`src/rtl/ppm_slot_decoder.sv`:
```
// PPM slot decoder: samples the synchronised line once per slot tick and turns each
// frame of 2^BITS slots into a symbol (or an error) for the downstream byte assembler.
module ppm_slot_decoder #(
    parameter int BITS = 2,
    parameter int NSYM = 8
) (
    input  logic            clk,
    input  logic            rst_n,
    input  logic            slot_clk,
    input  logic            ppm_in,
    output logic [BITS-1:0] sym_data,
    output logic            sym_valid,
    output logic            sym_err,
    output logic            pkt_done,
    output logic            busy
);

    typedef enum logic [1:0] {
        HUNT = 2'd0,
        DATA = 2'd1,
        EMIT = 2'd2
    } state_t;

    localparam logic [BITS-1:0] LAST_SLOT = {BITS{1'b1}};
    localparam logic [7:0]      LAST_SYM  = 8'(NSYM - 1);

    state_t          state, state_n;
    logic            ppm_meta, ppm_s;
    logic            slot_clk_d;
    logic            tick;
    logic [BITS-1:0] slot_cnt, slot_cnt_n;
    logic [7:0]      sym_cnt, sym_cnt_n;
    logic [1:0]      hit_cnt, hit_cnt_n;
    logic [BITS-1:0] pos_reg, pos_reg_n;
    logic [BITS-1:0] sym_data_n;
    logic            sym_valid_n, sym_err_n, pkt_done_n;

    // slot_clk_d resets high so a slot clock already high at reset release is not a tick.
    always_ff @(posedge clk) begin
        if (!rst_n) begin
            ppm_meta   <= 1'b0;
            ppm_s      <= 1'b0;
            slot_clk_d <= 1'b1;
        end else begin
            ppm_meta   <= ppm_in;
            ppm_s      <= ppm_meta;
            slot_clk_d <= slot_clk;
        end
    end

    assign tick = slot_clk & ~slot_clk_d;
    assign busy = (state != HUNT);

    always_ff @(posedge clk) begin
        if (!rst_n) begin
            state     <= HUNT;
            slot_cnt  <= '0;
            sym_cnt   <= '0;
            hit_cnt   <= '0;
            pos_reg   <= '0;
            sym_data  <= '0;
            sym_valid <= 1'b0;
            sym_err   <= 1'b0;
            pkt_done  <= 1'b0;
        end else begin
            state     <= state_n;
            slot_cnt  <= slot_cnt_n;
            sym_cnt   <= sym_cnt_n;
            hit_cnt   <= hit_cnt_n;
            pos_reg   <= pos_reg_n;
            sym_data  <= sym_data_n;
            sym_valid <= sym_valid_n;
            sym_err   <= sym_err_n;
            pkt_done  <= pkt_done_n;
        end
    end

    always_comb begin
        state_n     = state;
        slot_cnt_n  = slot_cnt;
        sym_cnt_n   = sym_cnt;
        hit_cnt_n   = hit_cnt;
        pos_reg_n   = pos_reg;
        sym_data_n  = sym_data;
        sym_valid_n = 1'b0;
        sym_err_n   = 1'b0;
        pkt_done_n  = 1'b0;
        case (state)
            HUNT: begin
                if (tick && ppm_s) begin
                    state_n    = DATA;
                    slot_cnt_n = '0;
                    sym_cnt_n  = '0;
                    hit_cnt_n  = '0;
                end
            end
            DATA: begin
                if (tick) begin
                    if (ppm_s) begin
                        pos_reg_n = slot_cnt;
                        hit_cnt_n = (hit_cnt == 2'd2) ? 2'd2 : hit_cnt + 2'd1;
                    end
                    if (slot_cnt == LAST_SLOT) begin
                        state_n = EMIT;
                    end else begin
                        slot_cnt_n = slot_cnt + BITS'(1);
                    end
                end
            end
            EMIT: begin
                // Exactly one pulse is a symbol; none or several is a bad frame that still counts.
                if (hit_cnt == 2'd1) begin
                    sym_data_n  = pos_reg;
                    sym_valid_n = 1'b1;
                end else begin
                    sym_data_n = '0;
                    sym_err_n  = 1'b1;
                end
                slot_cnt_n = '0;
                hit_cnt_n  = '0;
                sym_cnt_n  = sym_cnt + 8'd1;
                if (sym_cnt == LAST_SYM) begin
                    pkt_done_n = 1'b1;
                    state_n    = HUNT;
                end else begin
                    state_n = DATA;
                end
            end
            default: state_n = HUNT;
        endcase
    end

endmodule
```
`config.mk`:
```
export PLATFORM = sky130hd
export DESIGN_NAME = ppm_slot_decoder
export DESIGN_NICKNAME = d
export VERILOG_FILES = /design/src/rtl/ppm_slot_decoder.sv
export SDC_FILE = /design/constraint.sdc
export NUM_CORES = 1
export LEC_CHECK = 0
export ABC_AREA = 1
export CORE_ASPECT_RATIO = 0.9
export CORE_UTILIZATION = 35
export DETAILED_ROUTE_END_ITERATION = 8
export GPL_ROUTABILITY_DRIVEN = 0
export HOLD_SLACK_MARGIN = 0.1
export PLACE_DENSITY = 0.54
export SYNTH_ARGS = -nofsm -noshare
export SYNTH_HDL_FRONTEND = slang
export SYNTH_SLANG_ARGS = --single-unit
export TNS_END_PERCENT = 50
```
`constraint.sdc`:
```
create_clock -name clk -period 1.6 [get_ports clk]
set_clock_uncertainty 0.1 [all_clocks]
set_input_delay 0.4 -clock clk [delete_from_list [all_inputs] [get_ports clk]]
set_output_delay 0.4 -clock clk [all_outputs]
set_load 0.02 [all_outputs]
```
==> results of run 1 <==
area by class of cell:
cell class                 instances  share of cell area [%]
clock buffer                       4                   2.749
inverter                          19                   5.592
sequential                        24                   36.40
tap                               42                   3.981
timing repair buffer              16                   9.953
multi-input combinational        111                   41.33
layer usage:
layer  vias up  part of all wire (%)  track usage (%)
li1        532                     -                -
met1       452                    52            22.11
met2        18                    44            23.96
met3         2                   3.6            4.884
met4         0                  0.81            3.810
met5         -                     0                0
per-stage QoR:
| step | power, uW | instance area, um^2 | hold WS (ps) | cells | setup TNS, ps |
|---|---|---|---|---|---|
| 3_5_place_dp | 658.8 | 1290 | 308.1 | 212 | -2166 |
| 3_3_place_gp | 659.1 | 1290 | 302.0 | 212 | -1799 |
| 6_report | 956.6 | 1320 | 333.8 | 216 | 0 |
| 5_1_grt | 1004 | 1320 | 343.7 | 216 | 0 |
| 4_1_cts | 973.5 | 1321 | 338.0 | 216 | 0 |
| 2_1_floorplan | 638.2 | 1116 | 290.5 | 158 | 0 |
synth_stat cells, types with 2 or more instances:
master / number / area share [%]
a21oi_1: 15 / 6.7
buf_2: 2 / 0.90
dfxtp_1: 24 / 43
ha_1: 4 / 4.5
inv_1: 17 / 5.7
nand2_1: 43 / 14
nand3_1: 12 / 5.4
nor2_1: 19 / 6.4
nor3_1: 2 / 0.90
o21ai_0: 6 / 2.7
or2_1: 2 / 1.1
where the power goes:
part           total [uW]  switching, uW  internal, uW  leakage, uW
sequential            605           2.60           602     0.000194
clock                 311            172           139    0.0000210
combinational        40.3           21.2          19.1     0.000327
total                 957            196           760     0.000542
cells by family after synthesis:
group                      after synthesis
and+or+nand+nor                         81
buffers and inverters                   23
adders and majority gates                4
AOI/OAI and AO/OA                       26
DFF                                     24
how the worst max path moves through the flow:
stage / endpoint / slack [ps] / from / cells past startpoint
after detailed placement: sym_cnt[0] / -250 / slot_clk / 8
after floorplan: sym_cnt[0] / 380 / slot_clk / 7
after global routing: hit_cnt[1] / 20 / slot_clk / 7
after global placement: sym_cnt[0] / -210 / slot_clk / 8
final: sym_data[1] / 120 / sym_data[1] / 1
after CTS: busy / 7 / state[0] / 3
what timing repair did:
| item | CTS | global route |
|---|---|---|
| resized for setup | 8 | 3 |
| setup endpoints to repair | 6 | 2 |
| endpoints found under the hold margin | 0 | 0 |
==> flow_metrics.env, run 1 <==
export IMPL_hold_depth=2
export IMPL_wl_per_cell_um=10.33
export IMPL_compound_gate_portion_of_the_synthesized_area_pct=12.78
export IMPL_pre_cts_slack_ps=-253.0
export IMPL_post_synthesis_mux_area_share_pct=0
export IMPL_final_max_slew_viol_count=0
export IMPL_ant_nets=0
export IMPL_rows=19
export IMPL_timing_worst_slew_pin_value_ps=399.3
export IMPL_worstPathRequired_ps=1100
export IMPL_critPathKind="reg2out"
export IMPL_synth_cells=158
export IMPL_netlist_area_mm2=0.001116
export IMPL_outcome="completed"
export IMPL_ys_seq_elements=24
export IMPL_ys_warn_count=0
export IMPL_rsz0062_at_grt="false"
export IMPL_yosys_area_share_simple_pct=31.17
export IMPL_syn_mean_instance_area_um2=7.064
export IMPL_synth_edff_count=0
export IMPL_slew_headroom_pct=73.10
export IMPL_peakVddDrop_uv=352.9
export IMPL_timing_final_hold_violations=0
export IMPL_die_area_mm2=0.003419
export IMPL_design_core_area_mm2=0.003043
export IMPL_routed_via_density=4.648
export IMPL_n_antenna_cell=0
export IMPL_dp_wirelength_um=1742
export IMPL_synth_top_flop_cell="dfxtp_1"
export IMPL_max_clock_path_buffers=2
export IMPL_grt_pass1_wl_um=4105
export IMPL_layout_cells_most_common_list="nand2_1 (42), dfxtp_1 (24), nor2_1 (18)"
export IMPL_critPathBufInv=1
export IMPL_layout_cells_most_common="nand2_1"
export IMPL_ys_types=23
export IMPL_critical_path_slowest_cell="dfxtp_1"
export IMPL_post_route_period_util_pct=92.69
export IMPL_setup_slack_ps=117.0
export IMPL_drc=0
export IMPL_path_delay_family="flip-flops"
export IMPL_power_density_mw_per_mm2=724.7
export IMPL_synth_top_family_by_area="simple AND/OR/NAND/NOR gates"
export IMPL_timing_critical_path_to_type="primary output"
export IMPL_ios=10
export IMPL_fin_crit_ps=1483
export IMPL_first_iter_violations=41
export IMPL_min_delay_start="ppm_meta"
export IMPL_worstReg2RegStart="state[1]"
export IMPL_tritoncts_clock_tree="done"
export IMPL_utilization_pct=43.38
export IMPL_largest_register_ffs=8
export IMPL_timing_critical_path_fanout_max=2
export IMPL_achievable_frequency_mhz=674.3
export IMPL_detailed_route_via_count=1004
export IMPL_final_net_count=183
export IMPL_clkLatencyLatePin_ps=310
export IMPL_gr_total_overflow=0
export IMPL_place_port_buffers=9
export IMPL_critPathLaunchType="flop"
export IMPL_timing_critical_path_cells="dlygate4sd2_1"
export IMPL_clk_pin_slew_ps=120
export IMPL_hold_path_end="ppm_s"
export IMPL_drt_pre_antenna_iters=7
export IMPL_initial_utilization_pct=36.68
export IMPL_timing_reg2reg_worst_path_depth=6
export IMPL_cts_hold_fix_buffers=0
export IMPL_finalSetupViolations=0
export IMPL_min_delay_path_class="reg2reg"
export IMPL_h_tree_depth=1
export IMPL_track_usage_pct=15.93
export IMPL_critical_path_reg2reg_endpoint="pos_reg[0]"
export IMPL_registers_top_by_ff_count="sym_cnt"
export IMPL_timing_critical_path_slowest_cell_delay_ps=340
export IMPL_syn2layout_area_growth_pct=18.27
export IMPL_first_global_vias=947
export IMPL_mappedNetlistNets=166
export IMPL_clock_tree_root_cell="clkbuf_4"
export IMPL_worst_endpoint_arrival_ps=980
export IMPL_max_cap_viol_count=0
export IMPL_initial_antenna_violation_count=0
export IMPL_fillers=335
export IMPL_post_route_cells_drive_above_1_share_pct=11.49
export IMPL_post_cts_setup_buffers=0
export IMPL_synth_xor_xnor_area_share_pct=0
export IMPL_routed_wl_um=2232
export IMPL_chipWidth_um=61.53
export IMPL_tritoncts_num_buffers=3
export IMPL_p_leak_uw=0.0005418
export IMPL_synth_seq_area_share_pct=43.05
export IMPL_post_synth_fa_ha_maj_area_fraction_pct=4.484
export IMPL_multi_input_logic_area_um2=545.5
export IMPL_largest_net_degree_at_the_start_of_global_routing=14
export IMPL_chipHeight_um=55.57
export IMPL_share_of_synthesized_registers_carrying_an_async_set_or_reset_pct=0
export IMPL_reg2reg_setup_slack_ps=260
export IMPL_clock_sinks=24
export IMPL_area_sequential_um2=480.5
Power figures use the tool's default switching activity.
==> run 2: changes to the inputs <==
--- a/config.mk
+++ b/config.mk
@@ -11,7 +11,7 @@
 export DETAILED_ROUTE_END_ITERATION = 8
 export GPL_ROUTABILITY_DRIVEN = 0
 export HOLD_SLACK_MARGIN = 0.1
-export PLACE_DENSITY = 0.54
+export PLACE_DENSITY = 0.65
 export SYNTH_ARGS = -nofsm -noshare
 export SYNTH_HDL_FRONTEND = slang
 export SYNTH_SLANG_ARGS = --single-unit
==> run 2 against run 1 <==
  * Wire length grew 3.4%
  * Combinational power shrank 8.2%
  * Sequential power is essentially flat
  * Die area is the same
  * Critical path type unchanged
  * Design area shrank 1.7%
  * Global-route usage shrank 0.22 points
  * Sequential share of layout area grew 0.63 points
  * Setup slack lost 14 ps
==> flow_metrics.env, run 2 (same netlist as run 1, synthesis figures left out) <==
export IMPL_outcome="completed"
export IMPL_die_area_mm2=0.003419
export IMPL_wl_per_cell_um=10.83
export IMPL_place_port_buffers=9
export IMPL_clock_tree_root_cell="clkbuf_4"
export IMPL_timing_final_hold_violations=0
export IMPL_detailed_route_via_count=1023
export IMPL_rows=19
export IMPL_h_tree_depth=1
export IMPL_chipHeight_um=55.57
export IMPL_hold_depth=2
export IMPL_initial_utilization_pct=36.68
export IMPL_clock_sinks=24
export IMPL_final_cells=213
export IMPL_ant_nets=0
export IMPL_post_route_cells_drive_above_1_share_pct=9.942
export IMPL_timing_critical_path_slowest_cell_delay_ps=340
export IMPL_chipWidth_um=61.53
export IMPL_worst_endpoint_arrival_ps=1000
export IMPL_critical_path_slowest_cell="dfxtp_1"
export IMPL_initial_antenna_violation_count=0
export IMPL_tritoncts_num_buffers=3
export IMPL_max_clock_path_buffers=2
export IMPL_finalSetupViolations=0
export IMPL_setup_worst_path_start="state[0]"
export IMPL_routed_via_density=4.803
export IMPL_design_core_area_mm2=0.003043
export IMPL_syn2layout_area_growth_pct=16.26
export IMPL_final_net_count=180
export IMPL_timing_critical_path_to_type="primary output"
export IMPL_critical_path_reg2reg_endpoint="sym_cnt[6]"
export IMPL_largest_net_degree_at_the_start_of_global_routing=14
export IMPL_layout_cells_most_common="nand2_1"
export IMPL_clk_pin_slew_ps=120
export IMPL_clkLatencyLatePin_ps=310
export IMPL_largest_register_ffs=8
export IMPL_critPathKind="reg2out"
export IMPL_tritoncts_clock_tree="done"
export IMPL_slew_headroom_pct=72.63
export IMPL_critPathLaunchType="flop"
export IMPL_gr_total_overflow=0
export IMPL_power_density_mw_per_mm2=738.7
export IMPL_timing_reg2reg_worst_path_depth=6
export IMPL_track_usage_pct=15.71
export IMPL_layout_cells_most_common_list="nand2_1 (42), dfxtp_1 (24), nor2_1 (18)"
export IMPL_routed_wl_um=2307
export IMPL_dp_cells=209
export IMPL_peakVddDrop_uv=406.7
export IMPL_ios=10
export IMPL_drt_pre_antenna_iters=5
export IMPL_timing_critical_path_fanout_max=2
export IMPL_first_global_vias=979
export IMPL_worstReg2RegStart="state[1]"
export IMPL_timing_worst_slew_pin_value_ps=406.3
export IMPL_final_max_slew_viol_count=0
export IMPL_fin_crit_ps=1497
export IMPL_utilization_pct=42.64
export IMPL_timing_critical_path_cells="nor2_2 > inv_1 > buf_2"
export IMPL_post_route_period_util_pct=93.57
export IMPL_worstPathRequired_ps=1100
export IMPL_min_delay_path_class="reg2reg"
export IMPL_critPathBufInv=2
export IMPL_n_antenna_cell=0
export IMPL_p_leak_uw=0.0005280
export IMPL_registers_top_by_ff_count="sym_cnt"
export IMPL_reg2reg_setup_slack_ps=280
export IMPL_achievable_frequency_mhz=668.0
export IMPL_rsz0062_at_grt="false"
export IMPL_grt_pass1_wl_um=4091
export IMPL_hold_path_end="ppm_s"
export IMPL_drc=0
export IMPL_path_delay_family="flip-flops"
export IMPL_min_delay_start="ppm_meta"
export IMPL_dp_wirelength_um=1756
export IMPL_max_cap_viol_count=0
export IMPL_first_iter_violations=103
==> run 2: changes by cell type in the layout (fill, tap and decap cells not counted) <==
cell     delta
o21ai_0     -1
buf_4       -3
o21ai_1     +1
==> run 2: layer usage <==
metal	vias up	GRT usage (%)	share of wire, %	wire length, um
met2	15	27.19	51	1185
met1	476	18.78	45	1027
met3	2	4.884	3.5	80
li1	530	-	-	-
met4	0	2.857	0.52	12
met5	-	0	0	0
==> run 2: stage by stage <==
step / instance area (um^2) / hold slack (ps) / setup TNS (ps) / setup slack [ps] / total power (uW)
finish: 1297 / 330.8 / 0 / 102.9 / 958.4
global route: 1297 / 371.7 / 0 / 9.744 / 999.4
CTS: 1295 / 335.1 / 0 / 56.36 / 971.2
detailed placement: 1267 / 309.3 / -2072 / -284.1 / 655.3
global placement: 1267 / 303.3 / -1981 / -239.6 / 654.2
floorplan: 1116 / 290.5 / 0 / 377.0 / 638.2
==> run 2: timing repair <==
item,in CTS,in global routing
setup endpoints to repair,6,2
endpoints found under the hold margin,0,0
gates resized for setup,10,2
hold buffers,0,0
setup buffers,0,0
==> run 2: area by class of cell <==
| type | instances | area, um^2 |
|---|---|---|
| Inverter | 19 | 73.82 |
| Clock buffer | 4 | 36.28 |
| Timing Repair Buffer | 13 | 108.9 |
| Multi-Input combinational cell | 111 | 545.5 |
| Fill cell | 342 | 1745 |
| Sequential cell | 24 | 480.5 |
| Tap cell | 42 | 52.55 |
==> run 2: power breakdown <==
| part | internal [uW] | total, uW | switching (uW) |
|---|---|---|---|
| registers | 602 | 605 | 2.49 |
| logic | 15.7 | 37.0 | 21.3 |
| clock network | 139 | 317 | 178 |
| total | 757 | 958 | 201 |
==> run 2: how the worst max path moves through the flow <==
| stage | end | cells past startpoint |
|---|---|---|
| 3_3_place_gp | sym_cnt[0] | 8 |
| 5_1_grt | hit_cnt[0] | 7 |
| 2_1_floorplan | sym_cnt[0] | 7 |
| 6_report | busy | 3 |
| 3_5_place_dp | sym_cnt[0] | 8 |
| 4_1_cts | sym_cnt[0] | 8 |
==> run 2: worst reg2reg max path, stage by stage, from the launching register on <==
cell and delay, ps:
dfxtp_1 370, buf_4 150, inv_4 60, nor2_8 150, inv_2 100, o21a_1 210, a21oi_2 130
==> run 3: changes to the inputs <==
--- a/config.mk
+++ b/config.mk
@@ -7,11 +7,12 @@
 export LEC_CHECK = 0
 export ABC_AREA = 1
 export CORE_ASPECT_RATIO = 0.9
-export CORE_UTILIZATION = 35
+export CORE_UTILIZATION = 46
 export DETAILED_ROUTE_END_ITERATION = 8
 export GPL_ROUTABILITY_DRIVEN = 0
 export HOLD_SLACK_MARGIN = 0.1
-export PLACE_DENSITY = 0.65
+export MAX_ROUTING_LAYER = met4
+export PLACE_DENSITY = 0.78
 export SYNTH_ARGS = -nofsm -noshare
 export SYNTH_HDL_FRONTEND = slang
 export SYNTH_SLANG_ARGS = --single-unit
==> run 3 against run 2 <==
  * Clock power is 39% higher
  * Global-route usage increased by 6.7 points
  * Critical path depth shrank 2
  * Sequential share of layout area fell by 0.29 points
  * Worst hold slack better by 1.2 ps
  * Combinational power rose by 5.4%
  * Flip-flop and latch count is the same
  * Wire length increased by 5.2%
  * First-iteration DRC count shrank 75%
==> flow_metrics.env, run 3 (same netlist as run 1, synthesis figures left out) <==
export IMPL_outcome="completed"
export IMPL_drt_pre_antenna_iters=4
export IMPL_final_net_count=182
export IMPL_routed_met3_length_um=132
export IMPL_rsz0062_at_grt="false"
export IMPL_final_cells=200
export IMPL_timing_final_hold_violations=0
export IMPL_min_delay_path_class="reg2reg"
export IMPL_utilization_pct=58.48
export IMPL_die_area_mm2=0.002628
export IMPL_timing_critical_path_to_type="primary output"
export IMPL_dp_cells=196
export IMPL_tritoncts_clock_tree="done"
export IMPL_highest_signal_layer="met4"
export IMPL_clock_tree_root_cell="clkbuf_4"
export IMPL_setup_tns_ps=0
export IMPL_critPathBufInv=1
export IMPL_drc=0
export IMPL_finalSetupViolations=0
export IMPL_dr_wl_met2_um=1157
export IMPL_timing_critical_path_fanout_max=2
export IMPL_timing_critical_path_cells="dlygate4sd2_1"
export IMPL_design_core_area_mm2=0.002242
export IMPL_place_port_buffers=9
export IMPL_timing_worst_slew_pin_value_ps=440.4
export IMPL_timing_critical_path_slowest_cell_delay_ps=360
export IMPL_gr_total_overflow=0
export IMPL_post_route_period_util_pct=95.55
export IMPL_cts_hold_fix_buffers=0
export IMPL_detail_route_wirelength_met1_um=1089
export IMPL_fin_crit_ps=1529
export IMPL_routed_via_density=5.275
export IMPL_registers_top_by_ff_count="sym_cnt"
export IMPL_p_leak_uw=0.0005444
export IMPL_ios=10
export IMPL_routed_wl_um=2428
export IMPL_grt_pass1_wl_um=4257
export IMPL_syn2layout_area_growth_pct=17.49
export IMPL_initial_antenna_violation_count=0
export IMPL_post_route_cells_drive_above_1_share_pct=11.56
export IMPL_achievable_frequency_mhz=654.1
export IMPL_path_delay_family="flip-flops"
export IMPL_first_iter_violations=26
export IMPL_track_usage_pct=22.42
export IMPL_clkLatencyLatePin_ps=320
export IMPL_worstPathRequired_ps=1100
export IMPL_max_cap_viol_count=0
export IMPL_dp_wirelength_um=1784
export IMPL_layout_cells_most_common="nand2_1"
export IMPL_critPathLaunchType="flop"
export IMPL_worst_endpoint_arrival_ps=1030
export IMPL_ant_nets=0
export IMPL_largest_net_degree_at_the_start_of_global_routing=15
export IMPL_wl_per_cell_um=12.14
export IMPL_h_tree_depth=1
export IMPL_chipWidth_um=53.92
export IMPL_first_global_vias=970
export IMPL_slew_headroom_pct=70.33
export IMPL_critical_path_slowest_cell="dfxtp_1"
export IMPL_tritoncts_num_buffers=3
export IMPL_critPathKind="reg2out"
export IMPL_n_antenna_cell=0
export IMPL_rows=16
export IMPL_layout_cells_most_common_list="nand2_1 (42), dfxtp_1 (23), nor2_1 (18)"
export IMPL_power_density_mw_per_mm2=827.3
export IMPL_post_cts_setup_buffers=0
export IMPL_clk_pin_slew_ps=130
export IMPL_max_clock_path_buffers=2
export IMPL_initial_utilization_pct=49.78
export IMPL_finalPower_uw=1085
export IMPL_largest_register_ffs=8
export IMPL_chipHeight_um=48.73
export IMPL_peakVddDrop_uv=598.3
export IMPL_final_max_slew_viol_count=0
export IMPL_detailed_route_via_count=1055
export IMPL_clock_sinks=24
-- run 3: report_power, final --
part | leakage (uW) | internal, uW | switching [uW]
sequential | 0.000195 | 602 | 2.52
combinational | 0.000322 | 17.5 | 21.5
clock | 0.0000279 | 253 | 187
total | 0.000544 | 873 | 211
-- run 3: layout make-up --
cell class / instances / area (um^2)
fill: 211 / 930.9
multi-input combinational: 111 / 545.5
sequential: 24 / 481.7
timing repair buffer: 15 / 123.9
inverter: 19 / 73.82
tap: 27 / 33.78
clock inverter: 1 / 30.03
clock buffer: 3 / 22.52
-- run 3: through the flow --
stage	hold slack, ps	instance area (um^2)	worst slack (ps)
3_3_place_gp	295.7	1264	-208.9
4_1_cts	336.7	1314	-0.1440
3_5_place_dp	314.6	1264	-277.8
2_1_floorplan	290.5	1116	377.0
5_1_grt	379.1	1311	10.98
6_report	332.0	1311	71.25
-- run 3: path summary, 6_finish.rpt --
| check | start | to | slack [ps] | cells after the start |
|---|---|---|---|---|
| setup / recovery | sym_data[0] | sym_data[0] | 70 | 1 |
| hold reg to reg | ppm_meta | ppm_s | 330 | 2 |
| setup reg to reg | slot_cnt[0] | slot_cnt[0] | 240 | 5 |
| hold / removal | ppm_meta | ppm_s | 330 | 2 |
-- run 3: timing repair --
item,4_1_cts,5_1_grt
resized for setup,9,4
endpoints found under the setup margin,6,3
pin swaps,0,1
-- run 3: routing by layer --
layer / up-vias / GRT usage (%)
met5: - / -
met4: 0 / 8.772
met3: 9 / 3.145
met2: 37 / 33.95
met1: 476 / 29.59
li1: 533 / -
